## config.mk

```make
export PLATFORM = sky130hd
export DESIGN_NAME = vga_text_renderer
export DESIGN_NICKNAME = d
export VERILOG_FILES = /design/src/rtl/vga_text_renderer.sv
export SDC_FILE = /design/constraint.sdc
export NUM_CORES = 1
export LEC_CHECK = 0
export CORE_MARGIN = 1
export CORE_UTILIZATION = 40
export DETAILED_ROUTE_END_ITERATION = 6
export PLACE_DENSITY = 0.56
export REMOVE_ABC_BUFFERS = 1
export SYNTH_ARGS = -nofsm -noshare
export SYNTH_HDL_FRONTEND = slang
export SYNTH_SLANG_ARGS = --single-unit
```

## constraint.sdc

```tcl
create_clock -name clk -period 4.85 [get_ports clk]
set_input_delay 0.7275 -clock clk [delete_from_list [all_inputs] [get_ports clk]]
set_output_delay 0.7275 -clock clk [all_outputs]
set_load 0.005 [all_outputs]
```

## src/rtl/vga_text_renderer.sv

```systemverilog
// Text-mode pixel renderer: maps line/column to a character cell, looks the
// symbol up in a self-clearing text buffer and drives a 3-stage RGB pipeline.

module fontMem (
  input  logic [2:0] px,
  input  logic [3:0] py,
  input  logic [7:0] symbolCode,
  output logic       onoff
);
  // 8x16 glyphs, glyph row 0 in the top byte, pixel 0 in bit 7 of each row.
  localparam logic [127:0] G_0 = 128'h0000_7CC6_C6CE_DEF6_E6C6_C67C_0000_0000;
  localparam logic [127:0] G_1 = 128'h0000_1838_7818_1818_1818_187E_0000_0000;
  localparam logic [127:0] G_2 = 128'h0000_7CC6_060C_1830_60C0_C6FE_0000_0000;
  localparam logic [127:0] G_3 = 128'h0000_7CC6_0606_3C06_0606_C67C_0000_0000;
  localparam logic [127:0] G_4 = 128'h0000_0C1C_3C6C_CCFE_0C0C_0C1E_0000_0000;
  localparam logic [127:0] G_5 = 128'h0000_FEC0_C0C0_FC06_0606_C67C_0000_0000;
  localparam logic [127:0] G_6 = 128'h0000_3860_C0C0_FCC6_C6C6_C67C_0000_0000;
  localparam logic [127:0] G_7 = 128'h0000_FEC6_0606_0C18_3030_3030_0000_0000;
  localparam logic [127:0] G_8 = 128'h0000_7CC6_C6C6_7CC6_C6C6_C67C_0000_0000;
  localparam logic [127:0] G_9 = 128'h0000_7CC6_C6C6_7E06_0606_0C78_0000_0000;
  localparam logic [127:0] G_A = 128'h0000_1038_6CC6_C6FE_C6C6_C6C6_0000_0000;
  localparam logic [127:0] G_B = 128'h0000_FC66_6666_7C66_6666_66FC_0000_0000;
  localparam logic [127:0] G_C = 128'h0000_3C66_C2C0_C0C0_C0C2_663C_0000_0000;
  localparam logic [127:0] G_D = 128'h0000_F86C_6666_6666_6666_6CF8_0000_0000;
  localparam logic [127:0] G_E = 128'h0000_FE66_6268_7868_6062_66FE_0000_0000;
  localparam logic [127:0] G_F = 128'h0000_FE66_6268_7868_6060_60F0_0000_0000;
  localparam logic [127:0] G_BLOCK = '1;

  logic [127:0] glyph;
  logic [7:0]   row;

  always_comb begin
    case (symbolCode)
      8'h30:   glyph = G_0;
      8'h31:   glyph = G_1;
      8'h32:   glyph = G_2;
      8'h33:   glyph = G_3;
      8'h34:   glyph = G_4;
      8'h35:   glyph = G_5;
      8'h36:   glyph = G_6;
      8'h37:   glyph = G_7;
      8'h38:   glyph = G_8;
      8'h39:   glyph = G_9;
      8'h41:   glyph = G_A;
      8'h42:   glyph = G_B;
      8'h43:   glyph = G_C;
      8'h44:   glyph = G_D;
      8'h45:   glyph = G_E;
      8'h46:   glyph = G_F;
      8'hDB:   glyph = G_BLOCK;
      default: glyph = '0;
    endcase
    row   = 8'(glyph >> {(4'd15 - py), 3'b000});
    onoff = row[3'd7 - px];
  end
endmodule

module vga_text_renderer #(
  parameter int unsigned COLS         = 20,
  parameter int unsigned ROWS         = 8,
  parameter int unsigned SCALE_LOG2   = 3,
  parameter int unsigned H_ACTIVE     = 1280,
  parameter int unsigned V_ACTIVE     = 1024,
  parameter int unsigned BLINK_FRAMES = 32,
  localparam int unsigned N           = COLS * ROWS,
  localparam int unsigned ADDR_W      = $clog2(N)
) (
  input  logic              clk,
  input  logic              reset,
  input  logic [11:0]       line,
  input  logic [11:0]       column,
  input  logic [11:0]       fg_color,
  input  logic [11:0]       bg_color,
  input  logic              wr_en,
  input  logic [ADDR_W-1:0] wr_addr,
  input  logic [7:0]        wr_data,
  input  logic              cursor_en,
  input  logic [ADDR_W-1:0] cursor_addr,
  output logic              busy,
  output logic [11:0]       RGBsig
);
  localparam int unsigned FC_W = (BLINK_FRAMES > 1) ? $clog2(BLINK_FRAMES) : 1;

  typedef enum logic {CLEAR, RUN} state_t;

  state_t            state, state_n;
  logic [ADDR_W-1:0] clr_addr;
  logic              clr_we;

  always_ff @(posedge clk) begin
    if (reset) state <= CLEAR;
    else       state <= state_n;
  end

  always_comb begin
    state_n = state;
    case (state)
      CLEAR:   if (clr_addr == ADDR_W'(N - 1)) state_n = RUN;
      RUN:     state_n = RUN;
      default: state_n = CLEAR;
    endcase
  end

  always_comb begin
    busy   = (state == CLEAR);
    clr_we = (state == CLEAR);
  end

  always_ff @(posedge clk) begin
    if (reset)               clr_addr <= '0;
    else if (state == CLEAR) clr_addr <= clr_addr + 1'b1;
  end

  // Writes are registered one cycle before reaching the array so that a
  // lookup issued in the same cycle as a write still reads the old symbol.
  logic              we_c, we_q;
  logic [ADDR_W-1:0] wa_c, wa_q;
  logic [7:0]        wd_c, wd_q;

  always_comb begin
    we_c = clr_we || (state == RUN && wr_en && 32'(wr_addr) < N);
    wa_c = clr_we ? clr_addr : wr_addr;
    wd_c = clr_we ? 8'h20 : wr_data;
  end

  always_ff @(posedge clk) begin
    if (reset) begin
      we_q <= 1'b0;
      wa_q <= '0;
      wd_q <= '0;
    end else begin
      we_q <= we_c;
      wa_q <= wa_c;
      wd_q <= wd_c;
    end
  end

  logic [11:0]       cx, cy;
  logic [2:0]        px1;
  logic [3:0]        py1;
  logic              act1, cur1;
  logic [ADDR_W-1:0] addr1;

  always_comb begin
    cx    = column >> (3 + SCALE_LOG2);
    cy    = line >> (4 + SCALE_LOG2);
    px1   = 3'(column >> SCALE_LOG2);
    py1   = 4'(line >> SCALE_LOG2);
    act1  = (32'(line) < V_ACTIVE) && (32'(column) < H_ACTIVE) &&
            (32'(cx) < COLS) && (32'(cy) < ROWS);
    addr1 = ADDR_W'(32'(cy) * COLS + 32'(cx));
    cur1  = cursor_en && (addr1 == cursor_addr);
  end

  logic [ADDR_W-1:0] s1_addr;
  logic [2:0]        s1_px, s2_px;
  logic [3:0]        s1_py, s2_py;
  logic              s1_active, s1_cur, s2_active, s2_cur;
  logic [7:0]        symbolCode;
  logic [7:0]        tbuf [N];

  always_ff @(posedge clk) begin
    if (reset) begin
      s1_active <= 1'b0;
      s1_cur    <= 1'b0;
      s1_addr   <= '0;
      s1_px     <= '0;
      s1_py     <= '0;
      s2_active <= 1'b0;
      s2_cur    <= 1'b0;
      s2_px     <= '0;
      s2_py     <= '0;
    end else begin
      s1_active <= act1 && (state == RUN);
      s1_cur    <= cur1;
      s1_addr   <= act1 ? addr1 : '0;
      s1_px     <= px1;
      s1_py     <= py1;
      s2_active <= s1_active;
      s2_cur    <= s1_cur;
      s2_px     <= s1_px;
      s2_py     <= s1_py;
    end
  end

  always_ff @(posedge clk) begin
    if (we_q) tbuf[wa_q] <= wd_q;
    symbolCode <= tbuf[s1_addr];
  end

  logic             at00, prev00, tick, blink_phase;
  logic [FC_W-1:0]  frame_cnt;

  always_comb begin
    at00 = (line == 12'd0) && (column == 12'd0);
    tick = at00 && !prev00;
  end

  always_ff @(posedge clk) begin
    if (reset) begin
      prev00      <= 1'b0;
      frame_cnt   <= '0;
      blink_phase <= 1'b0;
    end else begin
      prev00 <= at00;
      if (tick) begin
        if (frame_cnt == FC_W'(BLINK_FRAMES - 1)) begin
          frame_cnt   <= '0;
          blink_phase <= ~blink_phase;
        end else begin
          frame_cnt <= frame_cnt + 1'b1;
        end
      end
    end
  end

  logic onoff;

  fontMem u_font (
    .px         (s2_px),
    .py         (s2_py),
    .symbolCode (symbolCode),
    .onoff      (onoff)
  );

  always_ff @(posedge clk) begin
    if (reset)                            RGBsig <= '0;
    else if (state != RUN || !s2_active)  RGBsig <= '0;
    else if (onoff ^ (s2_cur && blink_phase)) RGBsig <= fg_color;
    else                                  RGBsig <= bg_color;
  end
endmodule

```

Word-level counts from Yosys, hierarchy flattened

Memory sizes are Yosys's and may differ from the RTL's. A register that Yosys moved wholly into a read port is not among the register bits.
Index checks and enable logic that the tools add are counted.

Bits of input ports: 76
Bits in writable memories: 1280
Flip-flop bits (word level): 71
Memories kept: 1

Reduce and logical (&&, ||, !) cells: 20
Bitwise gates (word level): 4
Shift operators: 1
Add/sub/neg operators: 5
Order comparisons: 6
Muxes and demuxes: 11
Multiply operators: 1
Eq/ne operators: 20

Memory list:

| name | depth | width | read ports | clocked after memory_dff | wr ports | line | text |
|---|---|---|---|---|---|---|---|
| tbuf | 160   | 8     | 1          | 1                        | 1        | 160  | `logic [7:0] tbuf [N];` |

Operator list:

| cell                                                  | count |
|---|---|
| case mux 128 bit (17 select lines)                    | 1 |
| >> shifter 128 x 7 -> 8 bit                           | 1 |
| equality test 8 x 6 -> 1 bit (second input constant)  | 10 |
| equality test 8 x 7 -> 1 bit (second input constant)  | 6 |
| logical NOT 12 bit                                    | 2 |
| < comparator 12 x 11 -> 1 bit (second input constant) | 2 |
| equality test 8 bit (second input constant)           | 2 |
| 2-to-1 mux 12 bit                                     | 1 |
| logical AND 1 bit                                     | 10 |
| adder 8 x 1 -> 8 bit (second input constant)          | 1 |
| adder 8 x 6 -> 8 bit                                  | 1 |
| equality test 8 bit                                   | 1 |
| < comparator 8 bit (second input constant)            | 1 |
| 2-to-1 mux 8 bit                                      | 1 |
| < comparator 6 x 5 -> 1 bit (second input constant)   | 1 |
| multiplier 5 x 3 -> 6 bit (second input constant)     | 1 |
| 2-to-1 mux 6 bit                                      | 1 |
| OR reduction 2 bit                                    | 3 |
| adder 5 x 1 -> 5 bit (second input constant)          | 1 |
| equality test 5 bit (second input constant)           | 1 |
| < comparator 5 x 4 -> 1 bit (second input constant)   | 1 |
| 2-to-1 mux 5 bit                                      | 1 |
| < comparator 3 x 4 -> 1 bit (second input constant)   | 1 |
| 2-to-1 mux 1 bit                                      | 4 |
| 9 further kinds                                       | 13 |

Longest topological paths before layout

Gate-level depths: netlist of run 1.

Depth after elaboration: 7
Gate-level depth with buffers: 14
Mapped depth without buffers: 10

Modules after synthesis

A second synthesis of run 1 with hierarchy kept.

Cells, all modules: 3189
Area, all modules: 55761.0 um^2

Modules (own cells, without submodules):

| module            | area an instance (um^2) | instances | cells each | sequential area each (um^2) |
|---|---|---|---|---|
| vga_text_renderer | 53985.5                 | 1         | 2898       | 40018.4 |
| fontMem           | 1775.5                  | 1         | 291        | 0.0 |

Worst setup path after synthesis of run 1

Ideal clock, no wire load.

Path kind: reg-to-reg
From: register s1_addr[0]
To: register symbolCode[2], read port of tbuf
Required time: 4717 ps
Arrival time: 3305 ps
Path slack: 1412 ps
Stages on the path, launching flop included: 10
Setup time: 133 ps
Clock period less this slack: 3438 ps
Cell sequence: dfxtp_1 > clkbuf_1 > clkbuf_1 > buf_2 > buf_1 > mux4_2 > mux4_2 > mux4_2 > a211oi_1 > a21oi_1

RTL lines:

| item                     | line | text |
|---|---|---|
| start: declaration       | 155  | `logic [ADDR_W-1:0] s1_addr;` |
| start signal: assignment | 176  | `s1_addr <= act1 ? addr1 : '0;` |
| end: declaration         | 159  | `logic [7:0] symbolCode;` |

Final worst setup path of run 1

From: register symbolCode[2], read port of tbuf
To: register RGBsig[2]

Word-level cells in the longest chain between the ends: 7
Elaborated cells on any way between the ends: 23
Those cells by class: eq/ne (17); shift (1); mux (4); bitwise (1)

Ends and longest elaborated chain:

| item                                        | line | text |
|---|---|---|
| equality test 8 bit (tied with other cells) | 33   | `case (symbolCode)` |
| case mux 128 bit (17 select lines) *        | 33   |  |
| >> shifter 128 x 7 -> 8 bit *               | 53   | `row = 8'(glyph >> {(4'd15 - py), 3'b000});` |
| binary-select mux 1 bit (select 3 bit) *    | 54   | `onoff = row[3'd7 - px];` |
| 2-to-1 mux 1 bit (not written as such) *    | 54   |  |
| XOR 1 bit *                                 | 229  | `else if (onoff ^ (s2_cur && blink_phase)) RGBsig <= fg_color;` |
| 2-to-1 mux 12 bit *                         | 229  |  |
| end signal: assignment                      | 229  |  |
| end signal: assignment                      | 230  | `else RGBsig <= bg_color;` |
| end: declaration                            | 80   | `output logic [11:0] RGBsig` |

Mark *: on every way between the ends. The rest lies on a longest branch, timed or not. The select of a mux whose other input is x is not followed.
A chain may end at the register's enable or synchronous reset.

==> results.sh, run 1 <==
export IMPL_path_buf_inv=0
export IMPL_clk_latency_ps=780
export IMPL_antenna_found_initial=2
export IMPL_max_slew_margin_rel=0.130
export IMPL_p_sw_frac=0.208
export IMPL_finalHoldViolations=0
export IMPL_crit_type="flip-flop to flip-flop"
export IMPL_num_vias=26900
export IMPL_p_seq_frac=0.528
export IMPL_worstSetupEndpointType="flip-flop"
export IMPL_core_area_um2=134000
export IMPL_ys_ff_latch=1359
export IMPL_areaGrowthSynthToFinish_pct=14.6
export IMPL_crit_chain="nor2b_1, and4_4, a221o_1, or4b_1, a211o_1, a211oi_2, o311ai_1, a32oi_2, mux2i_1, a22o_1"
export IMPL_placed_cell_area_um2=57300
export IMPL_viasPerCell=5.77
export IMPL_slew_violations=0
export IMPL_die_h_um=369
export IMPL_finalSetupViolations=0
export IMPL_synth_adder_area_share=0.00329
export IMPL_min_path_type="input port to flip-flop"
export IMPL_start_util=0.404
export IMPL_rsz0062_at_grt="no"
export IMPL_drt_first_pass_iters=7
export IMPL_die_w_um=369
export IMPL_post_route_drc_count=28
export IMPL_layout_min_cycle_time_ps=4500
export IMPL_fin_setup_tns_ps=0
export IMPL_p_comb_frac=0.027
export IMPL_cp_arrival_ps=5210
export IMPL_syn_inst=2623
export IMPL_nets=2875
export IMPL_final_util=0.462
export IMPL_cpPeakStageDelay_ps=860
export IMPL_start_kind="flip-flop"
export IMPL_fin_crit_sh=0.927
export IMPL_synthSimpleGateAreaFrac=0.0426
export IMPL_synth_compound_area_frac=0.0195
export IMPL_wirelength_um=136000
export IMPL_cts_max_level=4
export IMPL_cp_data_required_time_ps=5570
export IMPL_grt_usage=0.203
export IMPL_fin_area_um2=61900
export IMPL_pin_count=89
export IMPL_grt_pass1_vias=27700
export IMPL_routabilityCongestion=0.890
export IMPL_synth_top_family_by_area="multiplexers"
export IMPL_yosysMostFrequentCell="edfxtp_1"
export IMPL_worst_slew_pin_slew_ps=1300
export IMPL_synth_xor_area_frac=0.00324
export IMPL_rows=134
export IMPL_status="finished, violations left"
export IMPL_wl_met1_um=57800
export IMPL_clock_skew_ps=31.3
export IMPL_synth_edff_count=1280
export IMPL_wl_met2_um=66400
export IMPL_clock_sinks=1359
export IMPL_cp_max_fo=20
export IMPL_io_buffers=88
export IMPL_synth_top_area_frac=0.712
export IMPL_power_density_nw_per_um2=390
export IMPL_synth_area_leader_cell="edfxtp_1"
export IMPL_ff2ff_path_depth=10
export IMPL_synth_async_reset_ratio=0
export IMPL_top_layer="met4"
export IMPL_ir_drop_v=0.000245
export IMPL_cts_hold_buf=0
export IMPL_cts_tree="built"
export IMPL_violations="design-rule violations"
export IMPL_switching_power_mw=5.02
export IMPL_cp_slowest_cell="mux2i_1"
export IMPL_clockPowerShare=0.444
export IMPL_avgSynthCellArea_um2=20.6
export IMPL_cts_buffers=146
export IMPL_crit_cells=10
export IMPL_hold_path_depth=3
export IMPL_cap_violations=0
export IMPL_ys_flop_type="edfxtp_1"
export IMPL_die_area_um2=137000
export IMPL_synth_mux_area_frac=0.177
export IMPL_yosys_warnings=0
export IMPL_drive_gt1_frac=0.254
export IMPL_crit_family="compound AO/OA/AOI/OAI gates"
export IMPL_cts_setup_buffers=0
export IMPL_drt_initial_drc_count=2951
export IMPL_p_int_mw=19.1
export IMPL_synth_area_leaders="edfxtp_1 71%, mux4_2 17%, dfxtp_1 2.9%"
export IMPL_yosys_top_cells_count="1280 x edfxtp_1, 416 x mux4_2, 225 x nor2_1, 102 x clkbuf_1, 79 x dfxtp_1"
export IMPL_grt_pass1_wl_um=199000
export IMPL_max_freq_mhz=222
export IMPL_leakage_nw=17.9
export IMPL_routed_wl_met3_um=8590
export IMPL_clockRootBuffer="clkbuf_16"
export IMPL_ys_seq_area_frac=0.741
export IMPL_grt_max_degree=97
export IMPL_grt_ovfl_total=0
export IMPL_ant_nets=0
export IMPL_synth_distinct_cells=76
export IMPL_cts_resized=0
export IMPL_wl_per_cell_um=29.1
export IMPL_syn_area_um2=54000
export IMPL_clock_path_buffers=3
export IMPL_clk_pin_slew_worst_paths_ps=60
export IMPL_hpwl_um=87000
==> state kept, by name, summed over array words and instances (netlist names) <==
name	cells
prev00	1
blink_phase	1
wd_q	8
symbolCode	8
s2_active	1
s1_cur	1
s1_active	1
s2_cur	1
s1_addr	8
RGBsig	12
wa_q	8
s2_py	4
clr_addr	8
s2_px	3
frame_cnt	5
s1_px	3
we_q	1
s1_py	4
state	1
tbuf	1280
==> path summary, 6_finish.rpt <==
path                                  end           from  slack (ps)
worst min-delay path              wd_q[6]          reset         430
worst min register to register   s2_py[0]       s1_py[0]         430
worst max register to register  RGBsig[2]  symbolCode[2]         350
worst max-delay path            RGBsig[2]  symbolCode[2]         350
==> worst reg2reg max path, stage by stage (launching register included) <==
cell,delay (ps)
dfxtp_1,750
nor2b_1,280
and4_4,330
a221o_1,400
or4b_1,560
a211o_1,300
a211oi_2,220
o311ai_1,170
a32oi_2,280
mux2i_1,860
a22o_1,290
==> through the flow <==
stage / power [mW] / worst slack (ps) / hold WS, ps / cells
2_1_floorplan: 13.4 / -10270 / 414 / 2463
3_3_place_gp: 13.7 / 528 / 426 / 4406
3_5_place_dp: 13.7 / 396 / 429 / 4406
4_1_cts: 24.3 / 366 / 377 / 4668
5_1_grt: 24.8 / 66.4 / 411 / 4668
6_report: 24.1 / 354 / 426 / 4670
==> kinds of logic after synthesis <==
kind of cell    Yosys count
xor+xnor                 20
simple gates            469
mux                     437
flops                  1359
buf+inv                 175
fa+ha+maj                13
compound gates          150
==> cell usage in the layout (no fill, tap or decap), drive strengths merged, types with 5 or more instances in the layout <==
cell / synthesis / layout
edfxtp: 1280 / 1280
mux4: 416 / 416
nor2: 227 / 227
clkbuf: 102 / 177
buf: 58 / 88
clkdlybuf4s50: 0 / 87
dfxtp: 79 / 79
clkinv: 1 / 62
nand2: 45 / 45
nor2b: 44 / 44
nand3: 44 / 44
a21oi: 36 / 36
inv: 14 / 24
o21ai: 22 / 22
mux2i: 21 / 21
nor3: 19 / 19
nor4: 17 / 17
nand4: 14 / 14
a211oi: 13 / 13
xnor2: 12 / 12
a22o: 12 / 12
a31oi: 11 / 11
ha: 11 / 11
and2: 11 / 11
bufinv: 0 / 10
nor4b: 9 / 9
xor2: 8 / 8
or3: 8 / 8
a2111oi: 7 / 7
and3: 6 / 6
o211ai: 6 / 6
a21o: 6 / 6
or4b: 5 / 5
==> routing by layer <==
metal  GRT usage  up-vias
met5           0        -
li1            -    11300
met2       0.327     1040
met1       0.286    14400
met4      0.0561        0
met3      0.0333      198
==> layout make-up <==
| cell class | count | area (um^2) |
|---|---|---|
| clock inverters | 85 | 764 |
| multi-input cells | 1089 | 13300 |
| flip-flops and latches | 1359 | 40100 |
| fillers | 11100 | 71900 |
| repair buffers | 175 | 1680 |
| diodes | 2 | 5.00 |
| well taps | 1768 | 2210 |
| clock buffers | 177 | 3800 |
| inverters | 15 | 56.3 |
==> power by group through the flow <==
stage	combinational, mW	sequential, mW	clock [mW]
global placement	0.658	13.0	0
floorplan	0.396	13.0	0
detailed placement	0.654	13.0	0
global route	0.702	12.8	11.4
CTS	0.658	12.8	10.9
finish	0.658	12.8	10.7
No activity file was read; power rests on OpenSTA's default activity.
==> run 2, diff against run 1 <==
Settings changed: CORE_UTILIZATION 40 to 55, PLACE_DENSITY 0.56 to 0.73.
==> run 2 against run 1 <==
  * The flow still finishes with violations (design-rule violations)
  * Fmax increased by 4.7%
  * Die area down 27%
  * Combinational power fell by 3%
  * Cell count is 11% lower
  * First-iteration DRC count is 22% higher
  * Sequential power hardly changed
  * Setup slack better by 200 ps
  * Register-to-register slack improved by 200 ps
==> results.sh, run 2 (synthesis results as in run 1) <==
export IMPL_cp_max_fo=30
export IMPL_top_register="tbuf"
export IMPL_cts_buffers=136
export IMPL_rows=114
export IMPL_power_density_nw_per_um2=387
export IMPL_nets=2847
export IMPL_clock_skew_ps=24.3
export IMPL_clock_path_buffers=3
export IMPL_setup_ws_ps=557
export IMPL_top_regs="tbuf x1280, RGBsig x12"
export IMPL_rsz0062_at_grt="no"
export IMPL_clk_pin_slew_worst_paths_ps=60
export IMPL_clock_sinks=1359
export IMPL_clk_latency_ps=760
export IMPL_cpPeakStageDelay_ps=990
export IMPL_die_w_um=315
export IMPL_mostFrequentLayoutCell="edfxtp_1"
export IMPL_cts_hold_buf=0
export IMPL_holdWs_ps=432
export IMPL_grt_usage=0.259
export IMPL_cap_violations=0
export IMPL_slew_violations=0
export IMPL_largest_reg_flops=1280
export IMPL_grt_max_degree=111
export IMPL_grt_pass1_wl_um=185000
export IMPL_cts_setup_buffers=0
export IMPL_core_area_um2=97000
export IMPL_dp_slack_ps=744
export IMPL_status="finished, violations left"
export IMPL_cts_resized=0
export IMPL_crit_type="flip-flop to flip-flop"
export IMPL_post_route_drc_count=5
export IMPL_diodes=0
export IMPL_pin_count=89
export IMPL_die_area_um2=99500
export IMPL_areaGrowthSynthToFinish_pct=12.6
export IMPL_cts_max_level=4
export IMPL_io_buffers=88
export IMPL_routabilityCongestion=0.866
export IMPL_cp_arrival_ps=4980
export IMPL_hp_start="s1_py[2]"
export IMPL_die_h_um=315
export IMPL_clockRootBuffer="clkbuf_16"
export IMPL_grt_ovfl_total=0
export IMPL_grt_pass1_vias=27200
export IMPL_hpwl_um=79500
export IMPL_cp_slowest_cell="dfxtp_1"
export IMPL_antenna_found_initial=3
export IMPL_min_path_type="flip-flop to flip-flop"
export IMPL_wl_per_cell_um=30.4
export IMPL_reg2reg_from="symbolCode[2]"
export IMPL_violations="design-rule violations"
export IMPL_max_slew_margin_rel=0.122
export IMPL_worst_slew_pin_slew_ps=1320
export IMPL_drt_first_pass_iters=7
export IMPL_max_freq_mhz=233
export IMPL_fin_crit_sh=0.885
export IMPL_drive_gt1_frac=0.245
export IMPL_crit_start="symbolCode[2]"
export IMPL_start_kind="flip-flop"
export IMPL_layout_min_cycle_time_ps=4290
export IMPL_num_vias=27000
export IMPL_ant_nets=0
export IMPL_layout_common_cells="1280 x edfxtp_1, 416 x mux4_2, 225 x nor2_1, 139 x clkbuf_16, 87 x clkdlybuf4s50_1"
export IMPL_cp_data_required_time_ps=5540
export IMPL_drt_initial_drc_count=3613
export IMPL_cts_tree="built"
export IMPL_crit_family="simple AND/OR/NAND/NOR gates"
export IMPL_start_util=0.557
export IMPL_path_buf_inv=1
export IMPL_leakage_nw=17.7
export IMPL_crit_chain="nor2b_1, nand4_1, nand3_2, nor3_1, a2111oi_0, nor4b_1, a311oi_1, a32oi_2, mux2i_1, buf_4, a22o_1"
export IMPL_finalHoldViolations=0
export IMPL_finalSetupViolations=0
export IMPL_wirelength_um=126000
export IMPL_viasPerCell=6.52
export IMPL_worstSetupEndpointType="flip-flop"
export IMPL_ir_drop_v=0.000413
export IMPL_reg2reg_slack_ps=560
[run 2: cell types whose count changed in the layout (fill, tap and decap cells not counted), moves of 2 or more]
cell / before / now
buf_12: 12 / 10
buf_4: 75 / 59
bufinv_16: 10 / 7
clkbuf_1: 29 / 33
clkbuf_16: 147 / 139
clkinv_1: 30 / 26
clkinv_2: 28 / 17
clkinv_8: 2 / 5
diode_2: 2 / 0
[run 2: worst paths after layout]
kind | endpoint | cells after the start
setup / recovery | RGBsig[8] | 11
setup reg to reg | RGBsig[8] | 11
hold / removal | s2_py[2] | 1
hold reg to reg | s2_py[2] | 1
[run 2: power breakdown]
group	leakage, nW	internal (mW)	total, mW	switching [mW]
clock network	2.08	5.72	10.1	4.39
logic	3.89	0.286	0.640	0.354
registers	11.7	12.7	12.8	0.0808
total	17.7	18.7	23.5	4.82
[run 2: metrics by stage]
stage / total power [mW] / instance area [um^2] / setup TNS [ps] / std cells / utilization
after CTS: 23.6 / 60800 / 0 / 4140 / 0.627
after floorplan: 13.4 / 53400 / -82190 / 2463 / -
final: 23.5 / 60800 / 0 / 4140 / 0.627
after global placement: 13.6 / 56500 / 0 / 3896 / 0.583
after detailed placement: 13.6 / 56500 / 0 / 3896 / 0.583
after global routing: 24.1 / 60800 / 0 / 4140 / 0.627
[run 2: final cells by class]
cell class	count	area [um^2]
clock buffer	174	3630
clock inverter	70	651
fill	6471	36200
inverter	15	56.3
multi-input combinational	1089	13300
sequential	1359	40100
tap	1276	1600
timing repair buffer	157	1520
[run 2: routing by layer]
layer  global-route usage  wire, um  vias to the layer above
met5                    0        13                        -
met3               0.0617     11900                      228
met4               0.0890      3840                        2
met1                0.366     49200                    14200
met2                0.401     61000                     1379
li1                     -         -                    11200
